===== config.mk =====
export PLATFORM = sky130hd
export DESIGN_NAME = polyveck_power2round_stream
export DESIGN_NICKNAME = d
export VERILOG_FILES = /design/src/rtl/dilithium_pkg.sv /design/src/rtl/power2round_lane.sv /design/src/rtl/polyveck_power2round_stream.sv
export SDC_FILE = /design/constraint.sdc
export NUM_CORES = 2
export LEC_CHECK = 0
export ABC_CLOCK_PERIOD_IN_PS = 86200
export CELL_PAD_IN_SITES_DETAIL_PLACEMENT = 0
export CELL_PAD_IN_SITES_GLOBAL_PLACEMENT = 1
export CORE_ASPECT_RATIO = 1.1
export CORE_MARGIN = 5
export CORE_UTILIZATION = 31
export DETAILED_ROUTE_END_ITERATION = 10
export PLACE_DENSITY_LB_ADDON = 0.1
export SLEW_MARGIN = 5
export SYNTH_ARGS = -nofsm -noshare
export SYNTH_HDL_FRONTEND = slang
export SYNTH_SLANG_ARGS = --single-unit
export TNS_END_PERCENT = 100

===== constraint.sdc =====
create_clock -name clk -period 86.2 [get_ports clk]
set_clock_uncertainty 0.1 [all_clocks]
set_input_delay 17.24 -clock clk [delete_from_list [all_inputs] [get_ports clk]]
set_output_delay 17.24 -clock clk [all_outputs]
set_load 0.005 [all_outputs]

===== src/rtl/dilithium_pkg.sv =====
// -----------------------------------------------------------------------------
// dilithium_pkg
// Shared constants for the Dilithium key-generation datapath: modulus Q,
// dropped-bit count D, polynomial length N, coefficient width and the default
// number of coefficient lanes per stream beat. Also provides a clog2 helper
// that never returns zero, so single-entry counters still get a 1-bit field.
// No ports (package).
// -----------------------------------------------------------------------------
package dilithium_pkg;

    localparam int DIL_Q     = 8380417;
    localparam int DIL_D     = 13;
    localparam int DIL_N     = 256;
    localparam int COEFF_W   = 32;
    localparam int DIL_LANES = 8;

    // Width of a counter/index able to hold 0..v-1, at least one bit wide.
    function automatic int clog2_min1(input int v);
        return (v > 1) ? $clog2(v) : 1;
    endfunction

endpackage


===== src/rtl/power2round_lane.sv =====
// -----------------------------------------------------------------------------
// power2round_lane
// Purely combinational Power2Round for one coefficient, split into two
// independent halves so the parent can put a pipeline register between them.
//   Sum half (fed from the stream input):
//     a    in   raw signed coefficient
//     ap   out  a' = a + Q when CADDQ_EN and a < 0, else a
//     sum  out  a' + 2^(D-1) - 1 (rounding sum)
//     err  out  a' outside [0, Q)
//   Shift/subtract half (fed from the registered sum-half results):
//     ap_q  in   registered a'
//     sum_q in   registered rounding sum
//     a1    out  sum_q >>> D
//     a0    out  ap_q - (a1 << D)
// -----------------------------------------------------------------------------
module power2round_lane
    import dilithium_pkg::*;
#(
    parameter int D        = DIL_D,
    parameter int Q        = DIL_Q,
    parameter int CADDQ_EN = 1
) (
    input  logic [COEFF_W-1:0] a,
    output logic [COEFF_W-1:0] ap,
    output logic [COEFF_W-1:0] sum,
    output logic               err,
    input  logic [COEFF_W-1:0] ap_q,
    input  logic [COEFF_W-1:0] sum_q,
    output logic [COEFF_W-1:0] a1,
    output logic [COEFF_W-1:0] a0
);

    localparam logic signed [COEFF_W-1:0] QS  = COEFF_W'(Q);
    localparam logic signed [COEFF_W-1:0] RND = COEFF_W'((1 << (D - 1)) - 1);

    logic signed [COEFF_W-1:0] a_s;
    logic signed [COEFF_W-1:0] ap_s;
    logic signed [COEFF_W-1:0] a1_s;

    always_comb begin
        a_s  = $signed(a);
        ap_s = ((CADDQ_EN != 0) && (a_s < 0)) ? (a_s + QS) : a_s;
        ap   = ap_s;
        sum  = ap_s + RND;
        // The range flag is informational; a1/a0 are produced regardless.
        err  = (ap_s < 0) || (ap_s >= QS);

        // Arithmetic shift keeps negative a' (CADDQ_EN=0) rounding correctly.
        a1_s = $signed(sum_q) >>> D;
        a1   = a1_s;
        a0   = ap_q - (a1_s << D);
    end

endmodule


===== src/rtl/polyveck_power2round_stream.sv =====
// -----------------------------------------------------------------------------
// polyveck_power2round_stream
// Streaming Power2Round over a vector of K polynomials, LANES coefficients per
// beat, two register stages (sum stage, shift/subtract stage), valid/ready on
// both sides, 1 beat/cycle with no stall.
// Ports:
//   clk, rst        clock, asynchronous active-high reset
//   in_valid/ready  input handshake; in_ready = !s1_valid | stage 2 advances
//   in_data         LANES signed 32-bit coefficients, lane i at [32i+31:32i]
//   out_valid/ready output handshake; outputs hold while stalled
//   out_a1, out_a0  per-lane high / low parts, same lane order
//   out_poly        polynomial index of the output beat
//   out_last_poly   final beat of the current polynomial
//   out_last        final beat of the vector
//   out_range_err   some lane of this beat had a' outside [0, Q)
//   busy            a vector has started and its out_last is not yet accepted
// -----------------------------------------------------------------------------
module polyveck_power2round_stream
    import dilithium_pkg::*;
#(
    parameter int K        = 6,
    parameter int N        = DIL_N,
    parameter int LANES    = DIL_LANES,
    parameter int D        = DIL_D,
    parameter int Q        = DIL_Q,
    parameter int CADDQ_EN = 1,
    localparam int PW      = clog2_min1(K),
    localparam int DW      = COEFF_W * LANES
) (
    input  logic          clk,
    input  logic          rst,
    input  logic          in_valid,
    output logic          in_ready,
    input  logic [DW-1:0] in_data,
    output logic          out_valid,
    input  logic          out_ready,
    output logic [DW-1:0] out_a1,
    output logic [DW-1:0] out_a0,
    output logic [PW-1:0] out_poly,
    output logic          out_last_poly,
    output logic          out_last,
    output logic          out_range_err,
    output logic          busy
);

    localparam int NB = N / LANES;
    localparam int BW = clog2_min1(NB);

    // Input-side position counters
    logic [BW-1:0] beat_reg;
    logic [PW-1:0] poly_reg;

    // Stage 1: a', rounding sum, lane errors and position tags
    logic             s1_valid_reg;
    logic [DW-1:0]    s1_ap_reg;
    logic [DW-1:0]    s1_sum_reg;
    logic [LANES-1:0] s1_err_reg;
    logic [PW-1:0]    s1_poly_reg;
    logic             s1_last_poly_reg;
    logic             s1_last_reg;

    logic busy_reg;

    // Combinational lane results
    logic [DW-1:0]    lane_ap;
    logic [DW-1:0]    lane_sum;
    logic [LANES-1:0] lane_err;
    logic [DW-1:0]    lane_a1;
    logic [DW-1:0]    lane_a0;

    logic s2_adv;
    logic in_fire;
    logic beat_last;
    logic poly_last;

    generate
        for (genvar gi = 0; gi < LANES; gi++) begin : g_lane
            power2round_lane #(
                .D        (D),
                .Q        (Q),
                .CADDQ_EN (CADDQ_EN)
            ) u_lane (
                .a     (in_data[COEFF_W*gi +: COEFF_W]),
                .ap    (lane_ap[COEFF_W*gi +: COEFF_W]),
                .sum   (lane_sum[COEFF_W*gi +: COEFF_W]),
                .err   (lane_err[gi]),
                .ap_q  (s1_ap_reg[COEFF_W*gi +: COEFF_W]),
                .sum_q (s1_sum_reg[COEFF_W*gi +: COEFF_W]),
                .a1    (lane_a1[COEFF_W*gi +: COEFF_W]),
                .a0    (lane_a0[COEFF_W*gi +: COEFF_W])
            );
        end
    endgenerate

    // Stage 2 moves whenever it is empty or its beat is being taken; stage 1
    // therefore sees out_ready combinationally, which is what allows full
    // throughput under continuous backpressure release.
    assign s2_adv    = !out_valid || out_ready;
    assign in_ready  = !s1_valid_reg || s2_adv;
    assign in_fire   = in_valid && in_ready;
    assign beat_last = (beat_reg == BW'(NB - 1));
    assign poly_last = (poly_reg == PW'(K - 1));
    assign busy      = busy_reg;

    always_ff @(posedge clk or posedge rst) begin
        if (rst) begin
            beat_reg <= '0;
            poly_reg <= '0;
        end else if (in_fire) begin
            if (beat_last) begin
                beat_reg <= '0;
                poly_reg <= poly_last ? '0 : (poly_reg + PW'(1));
            end else begin
                beat_reg <= beat_reg + BW'(1);
            end
        end
    end

    always_ff @(posedge clk or posedge rst) begin
        if (rst) begin
            s1_valid_reg     <= 1'b0;
            s1_ap_reg        <= '0;
            s1_sum_reg       <= '0;
            s1_err_reg       <= '0;
            s1_poly_reg      <= '0;
            s1_last_poly_reg <= 1'b0;
            s1_last_reg      <= 1'b0;
        end else if (in_ready) begin
            s1_valid_reg <= in_valid;
            if (in_valid) begin
                s1_ap_reg        <= lane_ap;
                s1_sum_reg       <= lane_sum;
                s1_err_reg       <= lane_err;
                s1_poly_reg      <= poly_reg;
                s1_last_poly_reg <= beat_last;
                s1_last_reg      <= beat_last && poly_last;
            end
        end
    end

    always_ff @(posedge clk or posedge rst) begin
        if (rst) begin
            out_valid     <= 1'b0;
            out_a1        <= '0;
            out_a0        <= '0;
            out_poly      <= '0;
            out_last_poly <= 1'b0;
            out_last      <= 1'b0;
            out_range_err <= 1'b0;
        end else if (s2_adv) begin
            out_valid <= s1_valid_reg;
            if (s1_valid_reg) begin
                out_a1        <= lane_a1;
                out_a0        <= lane_a0;
                out_poly      <= s1_poly_reg;
                out_last_poly <= s1_last_poly_reg;
                out_last      <= s1_last_reg;
                out_range_err <= |s1_err_reg;
            end
        end
    end

    // A new vector starting on the same cycle its predecessor's out_last is
    // taken must leave busy set, so the start condition has priority.
    always_ff @(posedge clk or posedge rst) begin
        if (rst) begin
            busy_reg <= 1'b0;
        end else if (in_fire && (beat_reg == '0) && (poly_reg == '0)) begin
            busy_reg <= 1'b1;
        end else if (out_valid && out_ready && out_last) begin
            busy_reg <= 1'b0;
        end
    end

endmodule


Word level (Yosys, flattened, before mapping) --
Cells that the tools add are included.
Word-level totals: bits in latches 0, memory bits (writable) 0, ROM bits 0, bits in registers 1041, memories 0, input bits 260
Cells by class: shifts and indexed selects 0, reductions and logical operators 25, order comparisons 24, divide/modulo/power cells 0, add/subtract/negate cells 26, multiply operators 0, muxes and demuxes 12, bitwise logic cells 0, eq/ne operators 2
Operators with widths (number):
- 32-bit by 1-bit less-than comparator with 1-bit output, second input constant | 16
- 32-bit by 13-bit adder with 32-bit output, second input constant | 8
- 32-bit by 24-bit adder with 32-bit output, second input constant | 8
- 32-bit by 24-bit >= comparator with 1-bit output, second input constant | 8
- 32-bit 2-to-1 mux | 8
- 32-bit subtractor | 8
- 1-bit logical OR | 10
- 8-bit OR reduction | 1
- 1-bit logical AND | 6
- 2-bit AND reduction | 3
- 5-bit by 1-bit adder with 5-bit output, second input constant | 1
- 5-bit == test, second input constant | 1
- 5-bit zero test | 1
- 5-bit 2-to-1 mux | 1
- 3-bit by 1-bit adder with 3-bit output, second input constant | 1
- 3-bit == test, second input constant | 1
- 3-bit zero test | 1
- 3-bit 2-to-1 mux | 1
- 1-bit zero test | 2
- 1-bit 2-to-1 mux | 2
- 2-bit nonzero test | 1

Longest topological paths before layout --
depth in word-level cells 7, mapped depth 12, gate-level depth less buffers 12

Modules after synthesis --
From an unflattened synthesis, not the netlist that was laid out.
Unflattened totals: cell total of the unflattened synthesis 5618, area, all modules 62501.2 sq um
Modules (own cells, without submodules):
- polyveck_power2round_stream | times used 1, area an instance 39261.4 sq um, cells an instance 2260
- power2round_lane (g_lane[0].u_lane ...) | times used 4, area an instance 2834.0 sq um, cells an instance 409
- power2round_lane (g_lane[2].u_lane ...) | times used 2, area an instance 2936.6 sq um, cells an instance 422
- power2round_lane (g_lane[3].u_lane) | times used 1, area an instance 3019.1 sq um, cells an instance 438
- power2round_lane (g_lane[5].u_lane) | times used 1, area an instance 3011.6 sq um, cells an instance 440

Worst setup path before layout --
OpenSTA, ideal clock, no wires.
path kind input port to output port, start input out_ready, end output in_ready, setup slack 51.431 ns, stages 1, data arrival time 17.429 ns, required time 68.860 ns, cells stage by stage nand3b_1
Between the ends: word-level cells in the longest chain between the ends 2
Ends and longest elaborated chain:
- from (decl) | line polyveck_power2round_stream.sv:36 | input logic out_ready,
- 1-bit logical OR | line polyveck_power2round_stream.sv:98 | assign s2_adv = !out_valid || out_ready;
- 1-bit logical OR | line polyveck_power2round_stream.sv:99 | assign in_ready = !s1_valid_reg || s2_adv;
- to (decl) | line polyveck_power2round_stream.sv:33 | output logic in_ready,
Every way passes these cells.

Worst setup path after layout --
Same ends and word-level chain as after synthesis.

==> flow_summary.ini <==
[yosys]
syn_area_mm2 = 0.04807
synth_top_family_by_area = simple AND/OR/NAND/NOR gates
synth.most_common_cell = nand2_1
yosys.area_share.simple_pct = 23.19
synth_top_area_share_pct = 44.04
ys.flop_type = dfrtp_1
synth_edf_count = 0
ys_top_cells_by_area = dfrtp_1 (44%), nand2_1 (10%), o21ai_0 (6.8%)
yosysTopAreaCell = dfrtp_1
synth_fa_ha_area_share_pct = 4.368
synth_nets = 5970
async_flop_share_pct = 100.0
synth_area_per_cell_um2 = 8.666
synth_seq_area_share_pct = 44.04
synth-seq-cells = 846
synth-compound-area-share_pct = 14.56
synth.mux.area_fraction_pct = 0.6221
synth-xor-area-share_pct = 8.069
synthTopCellsByCount = nand2_1 (1,284), dfrtp_1 (846), o21ai_0 (654)
yosys.cell_types.count = 103
netlist_instances = 5547
ys.warnings.count = 0

[finish]
layout-drive-gt1-share_pct = 4.994
final-seq-area_mm2 = 0.02117
fin_nets = 6529
fillCellCount = 15880
stdcell_count = 8272
syn_to_final_growth_pct = 26.01
multi_input_area_mm2 = 0.02444
final_core_util_pct = 39.29
fin_area_mm2 = 0.06057

[placed_design]
dp.cells = 8065
portBuffers = 780
gp_congestion = 0.8504
place_area_mm2 = 0.05698
dpl.hpwl_um = 124700
dpl_worst_slack_ns = 50.36

[outcome]
status = completed

[clock_tree]
cts_tree = built
postCtsHoldBufs = 0
cts_max_path_buffers = 3
cts_resized = 0
cts_buffers = 104
clock-sinks = 846
cts_root_buf = clkbuf_16
post_cts_buffers = 0
clk_latency_ns = 0.71
cts.reportedPaths.clkPinSlew_ns = 0.06
htree_levels = 3

[die]
rows = 151
start_util_pct = 31.18
ios = 781
core-area_mm2 = 0.1542
die_w_um = 385.5
chipHeight_um = 423.0
die_area_mm2 = 0.1630

[worst_setup_path]
path_class = input pin to output pin
cpMostUsedCell = clkdlybuf4s50_1
arrival_ns = 18.50
worstPathRequired_ns = 68.86
start_kind = input pin
crit_family = buffers and inverters
worst-path-buf-inv = 2
slowest_stage = clkdlybuf4s50_1
cp_cell_sequence = clkdlybuf4s50_1, nand3b_1, clkdlybuf4s50_1
end_kind = output pin
cp_max_fo = 4
max_stage_delay_ns = 0.55

[route]
wl_per_cell_um = 19.82
drtIter0Drc = 1888
viasPerCell = 4.860
remaining_drc_errors = 0
firstDrtPassIters = 7
antenna_left = 0
vias = 40200
wl_um = 163900

[timing]
slew_viol_final = 0
setup_violations = 0
tightest_slew_ns = 1.065
setup_ws_ns = 50.36
hold_slack_ns = 0.3620
period_minus_slack_ns = 35.84
finalHoldViolations = 0
rsz0062_at_grt = no
period_share_pct = 41.57
fmax_mhz = 27.91
slew_headroom_pct = 28.97
finalSetupTns_ns = 0

[grt]
grt_pass1_vias = 40280
grtUsageTotal_pct = 19.71
antenna_found_initial = 34
grt_max_degree = 232
gr-total-overflow = 0
grt_pass1_wl_um = 250900

[job]
drv_cap = 0

[power]
powerDensity_mw_per_mm2 = 24.33
leakage_nw = 25.82
peakVddDrop_mv = 0.01522
total_power_mw = 1.474

[hold_path]
hold_path_class = flop to flop
## per-layer routing
metal	GRT usage (%)	share of wire, %	up-vias
met3	5.625	7.0	212
met4	5.904	2.7	26
li1	-	-	20160
met1	24.70	43	19000
met2	32.95	47	802
met5	0	0.11	-
## cell type report
type	instances	share of cell area [%]
diodes	20	0.08263
clock buffers	148	5.017
clock inverters	39	0.8242
inverters	183	1.146
multi-input cells	4160	40.36
flip-flops and latches	846	34.95
well taps	2065	4.266
repair buffers	811	13.36
## report_power, final
part / switching (mW) / total (mW) / internal, mW
clock: 0.182 / 0.454 / 0.272
combinational: 0.243 / 0.478 / 0.235
sequential: 0.0562 / 0.542 / 0.486
## kinds of logic after synthesis
family / after synthesis
AO/OA/AOI/OAI: 1178
buffers and inverters: 541
flip-flops: 846
XOR/XNOR: 442
AND/OR/NAND/NOR: 2348
adder cells (fa/ha/maj): 163
multiplexers: 29
## worst register-to-register path, delay by kind of cell (launching register included)
family | cells | cell delay, ns
AOI/OAI and AO/OA | 1 | 0.28
buffers and inverters | 4 | 3.17
DFF | 1 | 0.41
and+or+nand+nor | 3 | 0.91
## cell usage in the layout, fill, tap and decap left out, drive strengths merged, types with 50 or more instances in the layout
master         netlist  final
a21oi              111    111
a31oi               50     50
clkbuf             208    148
clkdlybuf4s50        0    780
dfrtp              846    846
ha                 155    155
inv                183    187
nand2             1284   1284
nand2b              80     80
nand3              118    118
nand4               74     74
nor2               239    239
nor3               139    139
nor4                62     62
o21ai              706    706
o31ai               52     52
or3                 63     63
xnor2              211    211
xor2               231    231
## worst paths after layout
path	from	to	slack (ns)	cells after the start
setup / recovery	out_ready	in_ready	50.36	3
hold / removal	s1_ap_reg[198]	out_a0[198]	0.36	2
min in group asynchronous	rst	out_a0[212]	16.91	2
max in group asynchronous	rst	out_a0[108]	65.53	6
setup reg to reg	s1_valid_reg	s1_sum_reg[222]	81.20	8
hold reg to reg	s1_ap_reg[198]	out_a0[198]	0.36	2
Power figures use the tool's default switching activity.
